===== src/rtl/vga_sync_decoder.sv =====
// +--------------------------------------------------------------------------+
// | Module   : vga_sync_decoder                                              |
// | Purpose  : Receive-side timing decoder for the 640x480@72Hz sync mode.   |
// |            Measures line/frame timing from hsync/vsync, checks it       |
// |            against the expected mode, declares lock after LOCK_FRAMES   |
// |            matching frames and regenerates x/y coordinates plus a       |
// |            data-enable for downstream logic.                            |
// | Ports    : px_clk, reset (sync, active-high)                             |
// |            hsync_in, vsync_in       sync inputs in the px_clk domain     |
// |            x_px, y_px, de_out       recovered coordinates / enable       |
// |            frame_start              pulse on first active pixel          |
// |            locked, timing_err       lock status / sticky mismatch        |
// |            h_total_meas, v_total_meas  last measured line/frame length  |
// | Options  : define VGA_SYNC_DECODER_WATCHDOG_EN to drop lock when no      |
// |            hsync edge arrives within two lines, or no vsync edge within |
// |            two frames.                                                  |
// | Revision : 1.0 - initial release                                        |
// +--------------------------------------------------------------------------+
`default_nettype none

module vga_sync_decoder #(
  parameter int H_ACTIVE        = 640,
  parameter int H_FP            = 24,
  parameter int H_PULSE         = 40,
  parameter int H_BP            = 128,
  parameter int V_ACTIVE        = 480,
  parameter int V_FP            = 9,
  parameter int V_PULSE         = 3,
  parameter int V_BP            = 28,
  parameter int SYNC_ACTIVE_LOW = 1,
  parameter int LOCK_FRAMES     = 2
) (
  input  logic       px_clk,
  input  logic       reset,
  input  logic       hsync_in,
  input  logic       vsync_in,
  output logic [9:0] x_px,
  output logic [9:0] y_px,
  output logic       de_out,
  output logic       frame_start,
  output logic       locked,
  output logic [9:0] h_total_meas,
  output logic [9:0] v_total_meas,
  output logic       timing_err
);

  localparam logic [9:0] c_H_TOTAL = 10'(H_ACTIVE + H_FP + H_PULSE + H_BP);
  localparam logic [9:0] c_V_TOTAL = 10'(V_ACTIVE + V_FP + V_PULSE + V_BP);
  localparam logic [9:0] c_H_PULSE = 10'(H_PULSE);
  localparam logic [9:0] c_V_PULSE = 10'(V_PULSE);
  localparam logic [9:0] c_H_START = 10'(H_PULSE + H_BP);
  localparam logic [9:0] c_H_END   = 10'(H_PULSE + H_BP + H_ACTIVE);
  localparam logic [9:0] c_V_START = 10'(V_PULSE + V_BP);
  localparam logic [9:0] c_V_END   = 10'(V_PULSE + V_BP + V_ACTIVE);
  localparam logic [9:0] c_SAT     = 10'd1023;
  localparam logic [9:0] c_ONE     = 10'd1;
  localparam logic [2:0] c_LOCK    = 3'(LOCK_FRAMES);
  localparam logic       c_POL     = (SYNC_ACTIVE_LOW != 0);

  logic       r_hs_prev, r_vs_prev;
  logic [9:0] r_p, r_q;
  logic       r_v_pend;
  logic [9:0] r_hpw_cnt, r_hpw, r_vpw_cnt, r_vpw;
  logic [9:0] r_h_total, r_v_total;
  logic       r_q_synced, r_v_valid;  // v_total_meas spans a full frame
  logic       r_armed;                // first V-edge after reset seen
  logic       r_h_bad;                // a line in this frame mismatched
  logic [2:0] r_good;
  logic       r_locked, r_err;

  logic       w_hs, w_vs, w_h_edge, w_h_fall, w_v_edge, w_v_fall;
  logic [9:0] w_p, w_p_inc, w_q, w_q_inc;
  logic       w_hline_bad, w_hpw_bad, w_frame_ok, w_de, w_wd_trip;
  logic [2:0] w_good_inc;

  // Normalise both syncs to active-high.
  assign w_hs     = hsync_in ^ c_POL;
  assign w_vs     = vsync_in ^ c_POL;
  assign w_h_edge = w_hs & ~r_hs_prev;
  assign w_h_fall = ~w_hs & r_hs_prev;
  assign w_v_edge = w_vs & ~r_vs_prev;
  assign w_v_fall = ~w_vs & r_vs_prev;

  // p is 0 in the H-edge cycle itself; r_p therefore holds the line length
  // so far, which is exactly the measurement latched at the next H-edge.
  assign w_p     = w_h_edge ? '0 : r_p;
  assign w_p_inc = (w_p == c_SAT) ? c_SAT : w_p + c_ONE;
  assign w_q_inc = (r_q == c_SAT) ? c_SAT : r_q + c_ONE;
  // The H-edge uses the pending flag as it stood before any coincident V-edge.
  assign w_q     = w_h_edge ? (r_v_pend ? '0 : w_q_inc) : r_q;

  // Per-line checks, so a single bad line anywhere in the frame is caught.
  assign w_hline_bad = w_h_edge & (r_p != c_H_TOTAL);
  assign w_hpw_bad   = w_h_fall & (r_hpw_cnt != c_H_PULSE);

  // The frame length is only compared once a complete frame was measured.
  assign w_frame_ok = ~r_h_bad & ~w_hline_bad & ~w_hpw_bad &
                      (r_h_total == c_H_TOTAL) & (r_hpw == c_H_PULSE) &
                      (~r_v_valid | (r_v_total == c_V_TOTAL)) &
                      (r_vpw == c_V_PULSE);

  assign w_good_inc = (r_good == 3'd7) ? 3'd7 : r_good + 3'd1;

  assign w_de = r_locked & (w_p >= c_H_START) & (w_p < c_H_END) &
                (w_q >= c_V_START) & (w_q < c_V_END);

`ifdef VGA_SYNC_DECODER_WATCHDOG_EN
  localparam int c_H_WD = 2 * (H_ACTIVE + H_FP + H_PULSE + H_BP);
  localparam int c_V_WD = 2 * (V_ACTIVE + V_FP + V_PULSE + V_BP);
  localparam int c_HW_W = $clog2(c_H_WD + 2);
  localparam int c_VW_W = $clog2(c_V_WD + 1);
  localparam logic [c_HW_W-1:0] c_H_WD_L  = c_HW_W'(c_H_WD);
  localparam logic [c_HW_W-1:0] c_HW_ONE  = c_HW_W'(1);
  localparam logic [c_VW_W-1:0] c_V_WD_L  = c_VW_W'(c_V_WD);
  localparam logic [c_VW_W-1:0] c_V_WD_M1 = c_VW_W'(c_V_WD - 1);
  localparam logic [c_VW_W-1:0] c_VW_ONE  = c_VW_W'(1);

  logic [c_HW_W-1:0] r_wd_h, w_wd_h;
  logic [c_VW_W-1:0] r_wd_v;

  // Separate, wider counters: the limits exceed the 10-bit p/q range.
  // Each fires once, then parks past its limit until the next edge re-arms it.
  assign w_wd_h    = w_h_edge ? '0 : r_wd_h;
  assign w_wd_trip = (w_wd_h == c_H_WD_L) |
                     (w_h_edge & ~w_v_edge & (r_wd_v == c_V_WD_M1));

  always_ff @(posedge px_clk) begin
    if (reset) begin
      r_wd_h <= '0;
      r_wd_v <= '0;
    end else begin
      r_wd_h <= (w_wd_h <= c_H_WD_L) ? w_wd_h + c_HW_ONE : w_wd_h;
      if (w_v_edge)
        r_wd_v <= '0;
      else if (w_h_edge && (r_wd_v < c_V_WD_L))
        r_wd_v <= r_wd_v + c_VW_ONE;
    end
  end
`else
  assign w_wd_trip = 1'b0;
`endif

  always_ff @(posedge px_clk) begin
    if (reset) begin
      r_hs_prev  <= 1'b0;
      r_vs_prev  <= 1'b0;
      r_p        <= '0;
      r_q        <= '0;
      r_v_pend   <= 1'b0;
      r_hpw_cnt  <= '0;
      r_hpw      <= '0;
      r_vpw_cnt  <= '0;
      r_vpw      <= '0;
      r_h_total  <= '0;
      r_v_total  <= '0;
      r_q_synced <= 1'b0;
      r_v_valid  <= 1'b0;
      r_armed    <= 1'b0;
      r_h_bad    <= 1'b0;
      r_good     <= '0;
      r_locked   <= 1'b0;
      r_err      <= 1'b0;
      de_out     <= 1'b0;
      x_px       <= '0;
      y_px       <= '0;
      frame_start <= 1'b0;
    end else begin
      r_hs_prev <= w_hs;
      r_vs_prev <= w_vs;
      r_p       <= w_p_inc;
      r_q       <= w_q;
      r_v_pend  <= w_v_edge | (r_v_pend & ~w_h_edge);

      if (w_h_edge)
        r_h_total <= r_p;

      if (w_h_edge)
        r_hpw_cnt <= c_ONE;
      else if (w_hs && (r_hpw_cnt != c_SAT))
        r_hpw_cnt <= r_hpw_cnt + c_ONE;
      if (w_h_fall)
        r_hpw <= r_hpw_cnt;

      // Vertical pulse width counted in H-edges seen while vsync is active.
      if (w_v_edge)
        r_vpw_cnt <= w_h_edge ? c_ONE : '0;
      else if (w_vs && w_h_edge && (r_vpw_cnt != c_SAT))
        r_vpw_cnt <= r_vpw_cnt + c_ONE;
      if (w_v_fall)
        r_vpw <= r_vpw_cnt;

      // Frame boundary resolves on the first H-edge after the V-edge.
      if (w_h_edge && r_v_pend) begin
        r_v_total  <= w_v_edge ? '0 : w_q_inc;
        r_v_valid  <= r_q_synced & ~w_v_edge;
        r_q_synced <= 1'b1;
      end

      if (w_v_edge)
        r_h_bad <= 1'b0;
      else if (w_hline_bad || w_hpw_bad)
        r_h_bad <= 1'b1;

      if (w_v_edge) begin
        r_armed <= 1'b1;
        if (r_armed) begin
          if (w_frame_ok) begin
            r_good <= w_good_inc;
            if (w_good_inc >= c_LOCK)
              r_locked <= 1'b1;
          end else begin
            r_good   <= '0;
            r_locked <= 1'b0;
            r_err    <= 1'b1;
          end
        end
      end

      if (w_wd_trip) begin
        r_good   <= '0;
        r_locked <= 1'b0;
        r_err    <= 1'b1;
      end

      de_out      <= w_de;
      frame_start <= w_de & (w_p == c_H_START) & (w_q == c_V_START);
      if (w_de) begin
        x_px <= w_p - c_H_START;
        y_px <= w_q - c_V_START;
      end
    end
  end

  assign locked       = r_locked;
  assign timing_err   = r_err;
  assign h_total_meas = r_h_total;
  assign v_total_meas = r_v_total;

endmodule

`default_nettype wire

===== config.mk =====
export PLATFORM = sky130hd
export DESIGN_NAME = vga_sync_decoder
export DESIGN_NICKNAME = d
export VERILOG_FILES = /design/src/rtl/vga_sync_decoder.sv
export SDC_FILE = /design/constraint.sdc
export NUM_CORES = 1
export LEC_CHECK = 0
export CAP_MARGIN = 20
export CORE_MARGIN = 2
export CORE_UTILIZATION = 30
export DETAILED_ROUTE_END_ITERATION = 10
export MAX_ROUTING_LAYER = met4
export SETUP_SLACK_MARGIN = 0.15
export SLEW_MARGIN = 20
export SYNTH_ARGS = -nofsm -noshare
export SYNTH_HDL_FRONTEND = slang
export SYNTH_SLANG_ARGS = --single-unit

===== constraint.sdc =====
create_clock -name px_clk -period 3.6 [get_ports px_clk]
set_input_delay 0.36 -clock px_clk [delete_from_list [all_inputs] [get_ports px_clk]]
set_output_delay 0.36 -clock px_clk [all_outputs]
set_load 0.01 [all_outputs]

# Word level (Yosys, flattened, before mapping)
# Index checks and enable logic that the tools add are counted.
[word_totals]
regBits = 114
inputBits = 4
output_inout_bits = 44
word_cells = 109
[classes]
n_addsub = 7
magnitude_cmp = 5
eq_ne = 14
mux = 15
bitwise_logic = 33
n_reduce_logical = 12
[op_table]
columns = ["operator", "count"]
rows = [
  ["$mux W10", 8],
  ["$add A10 B1 Y10 const B", 4],
  ["$eq A10 B10 Y1 const B", 4],
  ["$ne A10 B10 Y1 const B", 3],
  ["$and A1 B1 Y1", 20],
  ["$not A1 Y1", 11],
  ["$eq A10 B2 Y1 const B", 1],
  ["$eq A10 B5 Y1 const B", 1],
  ["$eq A10 B6 Y1 const B", 1],
  ["$eq A10 B8 Y1 const B", 1],
  ["$ge A10 B5 Y1 const B", 1],
  ["$ge A10 B8 Y1 const B", 1],
  ["$lt A10 B10 Y1 const B", 1],
  ["$lt A10 B9 Y1 const B", 1],
  ["$ne A10 B6 Y1 const B", 1],
  ["$sub A10 B5 Y10 const B", 1],
  ["$sub A10 B8 Y10 const B", 1],
  ["$mux W3", 2],
  ["$reduce_and A3 Y1", 2],
  ["$mux W1", 5],
  ["$logic_and A1 B1 Y1", 4],
  ["$reduce_bool A2 Y1", 2],
  ["$reduce_or A2 Y1", 2],
  ["$add A3 B1 Y3 const B", 1],
  ["other kinds (6)", 7],
]

# Longest topological paths before layout
[logic_depth]
depth_word = 12
depth_mapped = 13
depth_no_buf = 9

# Worst setup path before layout
# No wires, ideal clock.
[synth_path]
path_type = "in2reg"
startpoint = "input port hsync_in"
endpoint = "register x_px[8]"
setup_time_ps = 144
arrival_ps = 2697
t_required_ps = 3456
path_slack_ps = 759
cell_stages = 13
path_buffers = 4
path_cell_list = "buf_2 -> or2_1 -> buf_2 -> clkbuf_1 -> and2_1 -> ha_1 -> nand3_1 -> nor4_1 -> nor2_1 -> a2111o_2 -> nor2_2 -> buf_6 -> a311oi_2"
[synth_between]
elab_chain_cells = 8
elab_cells_between_ends = 13
classes_between = "add/sub (1); order compare (4); mux (2); bitwise (6)"
[synth_lines]
columns = ["element", "line_no", "source"]
rows = [
  ["from (decl)", "35", "input logic hsync_in,"],
  ["$not A1 Y1 (no source line) *", "--", ""],
  ["$and A1 B1 Y1 *", "79", "assign w_h_edge = w_hs & ~r_hs_prev;"],
  ["$mux W10", "86", "assign w_p = w_h_edge ? '0 : r_p;"],
  ["$ge A10 B8 Y1", "104", "assign w_de = r_locked & (w_p >= c_H_START) & (w_p < c_H_END) &"],
  ["$and A1 B1 Y1 (3 in a row)", "104", ""],
  ["$and A1 B1 Y1", "105", "(w_q >= c_V_START) & (w_q < c_V_END);"],
  ["to (signal assigned)", "228", "x_px <= w_p - c_H_START;"],
  ["to (decl)", "37", "output logic [9:0] x_px,"],
]
# Every way passes the cells marked *; elsewhere a longest branch is shown, timed or not.
# A chain may end at the register's enable or synchronous reset.

# Final worst setup path
[layout_path]
startpoint = "register r_q[1]"
endpoint = "register x_px[9]"
[layout_between]
elab_chain_cells = 7
elab_cells_between_ends = 9
classes_between = "add/sub (1); order compare (2); eq/ne (1); mux (3); bitwise (2)"
[layout_lines]
columns = ["element", "line_no", "source"]
rows = [
  ["from (decl)", "61", "logic [9:0] r_p, r_q;"],
  ["from (signal assigned)", "171", "r_q <= w_q;"],
  ["$add A10 B1 Y10 or $eq A10 B10 Y1 (tied branches)", "88", "assign w_q_inc = (r_q == c_SAT) ? c_SAT : r_q + c_ONE;"],
  ["$mux W10", "88", ""],
  ["$mux W10", "90", "assign w_q = w_h_edge ? (r_v_pend ? '0 : w_q_inc) : r_q;"],
  ["$mux W10 *", "90", ""],
  ["net w_q[1]", "72", "logic [9:0] w_p, w_p_inc, w_q, w_q_inc;"],
  ["$ge A10 B5 Y1", "105", ""],
  ["$and A1 B1 Y1", "104", ""],
  ["$and A1 B1 Y1 *", "105", ""],
]
# Mark *: on every way through the listed nets, which the timed path passes. The rest lies on a longest branch.

==> summary.txt <==
status = complete, no violations
Placed Instance Area = 6110 µm²
All-Layer GR Usage = 0.158
largest family of logic cells by synthesized area = simple AND/OR/NAND/NOR gates
Worst Path Required = 3910 ps
Synth cell types = 67
power per cell area = 481 nW/µm²
crit end category = register
initial antenna violation count = 0
Worst-Skew Late Latency = 410 ps
vias per cell = 5.02
Routed Antenna Nets = 0
number of flops mapped to enable cells by yosys = 0
sequential area share after synthesis = 0.427
CP max FO = 7
Setup Skew = 7.84 ps
final setup vio count = 0
CTS sink cnt = 114
peak supply drop = 0.000355 V
DR WL/cell = 14.8 µm
hold_ws = 437 ps
core area = 17400 µm²
largest net degree at the start of global routing = 61
most frequent cells in the layout = dfxtp_1 (114), nand2_1 (93), a21oi_1 (77)
# diodes = 0
LEAKAGE = 2.29 nW
Mapped Cells = 638
fmax = 321 MHz
Max Slew Vio Count = 0
Starting DRT DRC Count = 305
CTS clk-pin slew, worst paths = 50 ps
post-synthesis simple-gate area fraction = 0.245
CTS tree = yes
gpl congestion = 0.862
Synth Area in Compound Gates = 0.208
Pre-Repair DR Iteration Count = 5
Post-Synth XOR/XNOR Area = 0.0492
Total Wirelength = 13800 µm
mux cell area share after synthesis = 0.00375
hold path start = reset
H-Tree Depth = 4
Max Buffers Root-to-Sink = 2
cell area after layout = 6780 µm²
full die area = 18900 µm²
post-layout min period = 3110 ps
fraction of layout cells with a size suffix above 1 = 0.130
synth warn = 0
port bufs = 47
Post-Syn Nets = 652
Worst Tran Pin Value = 743 ps
# IOs = 48
global-route wire length before repair = 22700 µm
Crit. Startpoint = r_q[1]
Via Count = 4673
Top FF cell, synth = dfxtp_1
CP Launch Type = register
die height = 137 µm
WS Path Type = reg -> reg
nets@finish = 706
Hold Fails Final Rpt = 0
Initial Util = 0.308
GRT overflow = 0
Area Growth Syn to Fin = 27.0%
Max-Slew Margin vs Limit = 0.498
CTS Root Cell = clkbuf_16
post-synthesis async set-or-reset flop share = 0
most common cell after layout, fill and taps aside = dfxtp_1
number of buffers created by CTS = 17
row cnt = 48
post-synthesis register bit count = 114
vias in the first global route = 4424
Adder-Cell Fraction of Synth Area = 0.0234
# Max-Cap Violations = 0
HPWL after DPL = 9630 µm
Residual DRC = 0
synthesized area = 5340 µm²
Hold Buf Count CTS = 0
final worst path period share = 0.864
RSZ-0062 raised after global routing = no
synthesized area per cell = 8.37 µm²
Die Span X = 137 µm
worst min path class = in -> reg
reg2reg start = r_q[1]
worst path arrival time = 3420 ps
-- sequential cells by signal, indices dropped and copies added (netlist names) --
| signal | flops |
|---|---|
| h_total_meas | 10 |
| r_good | 3 |
| r_p | 10 |
| y_px | 10 |
| frame_start | 1 |
| r_hpw_cnt | 10 |
| r_q_synced | 1 |
| r_vpw_cnt | 10 |
| r_q | 10 |
| r_vs_prev | 1 |
| r_armed | 1 |
| r_h_bad | 1 |
| x_px | 10 |
| r_v_pend | 1 |
| r_vpw | 10 |
| locked | 1 |
| timing_err | 1 |
| de_out | 1 |
| v_total_meas | 10 |
| r_v_valid | 1 |
| r_hpw | 10 |
| r_hs_prev | 1 |
-- final timing paths --
kind	slack [ps]	cells after the start	end
worst min register to register	450	2	r_vpw[1]
worst max-delay path	490	12	x_px[9]
worst max register to register	490	12	x_px[9]
worst min-delay path	440	2	v_total_meas[6]
-- cells by family (layout without fill, tap and decap cells) --
group	after synthesis	in the layout
mux	2	2
flops	114	114
simple gates	265	265
fa+ha+maj	10	10
xor+xnor	30	30
compound gates	162	162
buf+inv	55	122
-- metrics by stage --
step / worst slack [ps] / cells / total power [mW] / setup TNS (ps) / utilization
floorplan: 759 / 638 / 1.41 / 0 / -
global placement: 70.4 / 895 / 1.46 / 0 / 0.352
detailed placement: -50.9 / 895 / 1.46 / -165 / 0.352
CTS: 204 / 927 / 3.30 / 0 / 0.389
global route: 279 / 930 / 3.38 / 0 / 0.391
finish: 489 / 930 / 3.26 / 0 / 0.391
-- where the power goes --
part | switching [mW] | internal, mW
sequential | 0.0163 | 1.28
combinational | 0.0896 | 0.0472
clock | 0.571 | 1.26
total | 0.677 | 2.59
-- worst max-delay path: stages (launching register included) --
cell and delay, ps:
dfxtp_1 350, ha_1 210, and4_1 320, a31oi_1 350, o31ai_1 110, buf_4 160
ha_1 190, buf_4 150, a41o_1 210, nor2_1 440, nor2_2 70, buf_4 170
a311oi_1 280
-- cell usage after synthesis, types with 8 or more instances --
cell type	count	area (µm²)
dfxtp_1	114	2280
nand2_1	93	349
a21oi_1	77	385
nor2_1	61	229
clkbuf_1	29	109
nand3_1	24	120
xnor2_1	20	175
nor3_1	15	75.1
o21ai_0	15	75.1
and2_1	11	68.8
nand4_1	11	68.8
ha_1	10	125
inv_1	10	37.5
xor2_1	10	87.6
a211oi_1	9	67.6
buf_2	8	40.0
nor4_1	8	50.1
or3_1	8	50.1
-- what timing repair did --
item                                    in CTS  in global routing
gates resized for setup                      0                  1
endpoints found under the setup margin       0                  6
setup buffers                                0                  3
-- area by class of cell --
cell class,count,area (µm²)
fillers,1748,10600
multi-input cells,469,2820
flip-flops and latches,114,2280
repair buffers,80,713
clock buffers,22,464
well taps,225,282
clock inverters,10,180
inverters,10,37.5
-- routing by layer --
metal | up-vias | share of wire | track usage
met4 | 0 | 0.018 | 0.0556
met3 | 20 | 0.032 | 0.0379
met1 | 2174 | 0.50 | 0.210
met5 | - | 0 | -
met2 | 92 | 0.45 | 0.235
li1 | 2387 | - | -
Power figures use the tool's default switching activity.
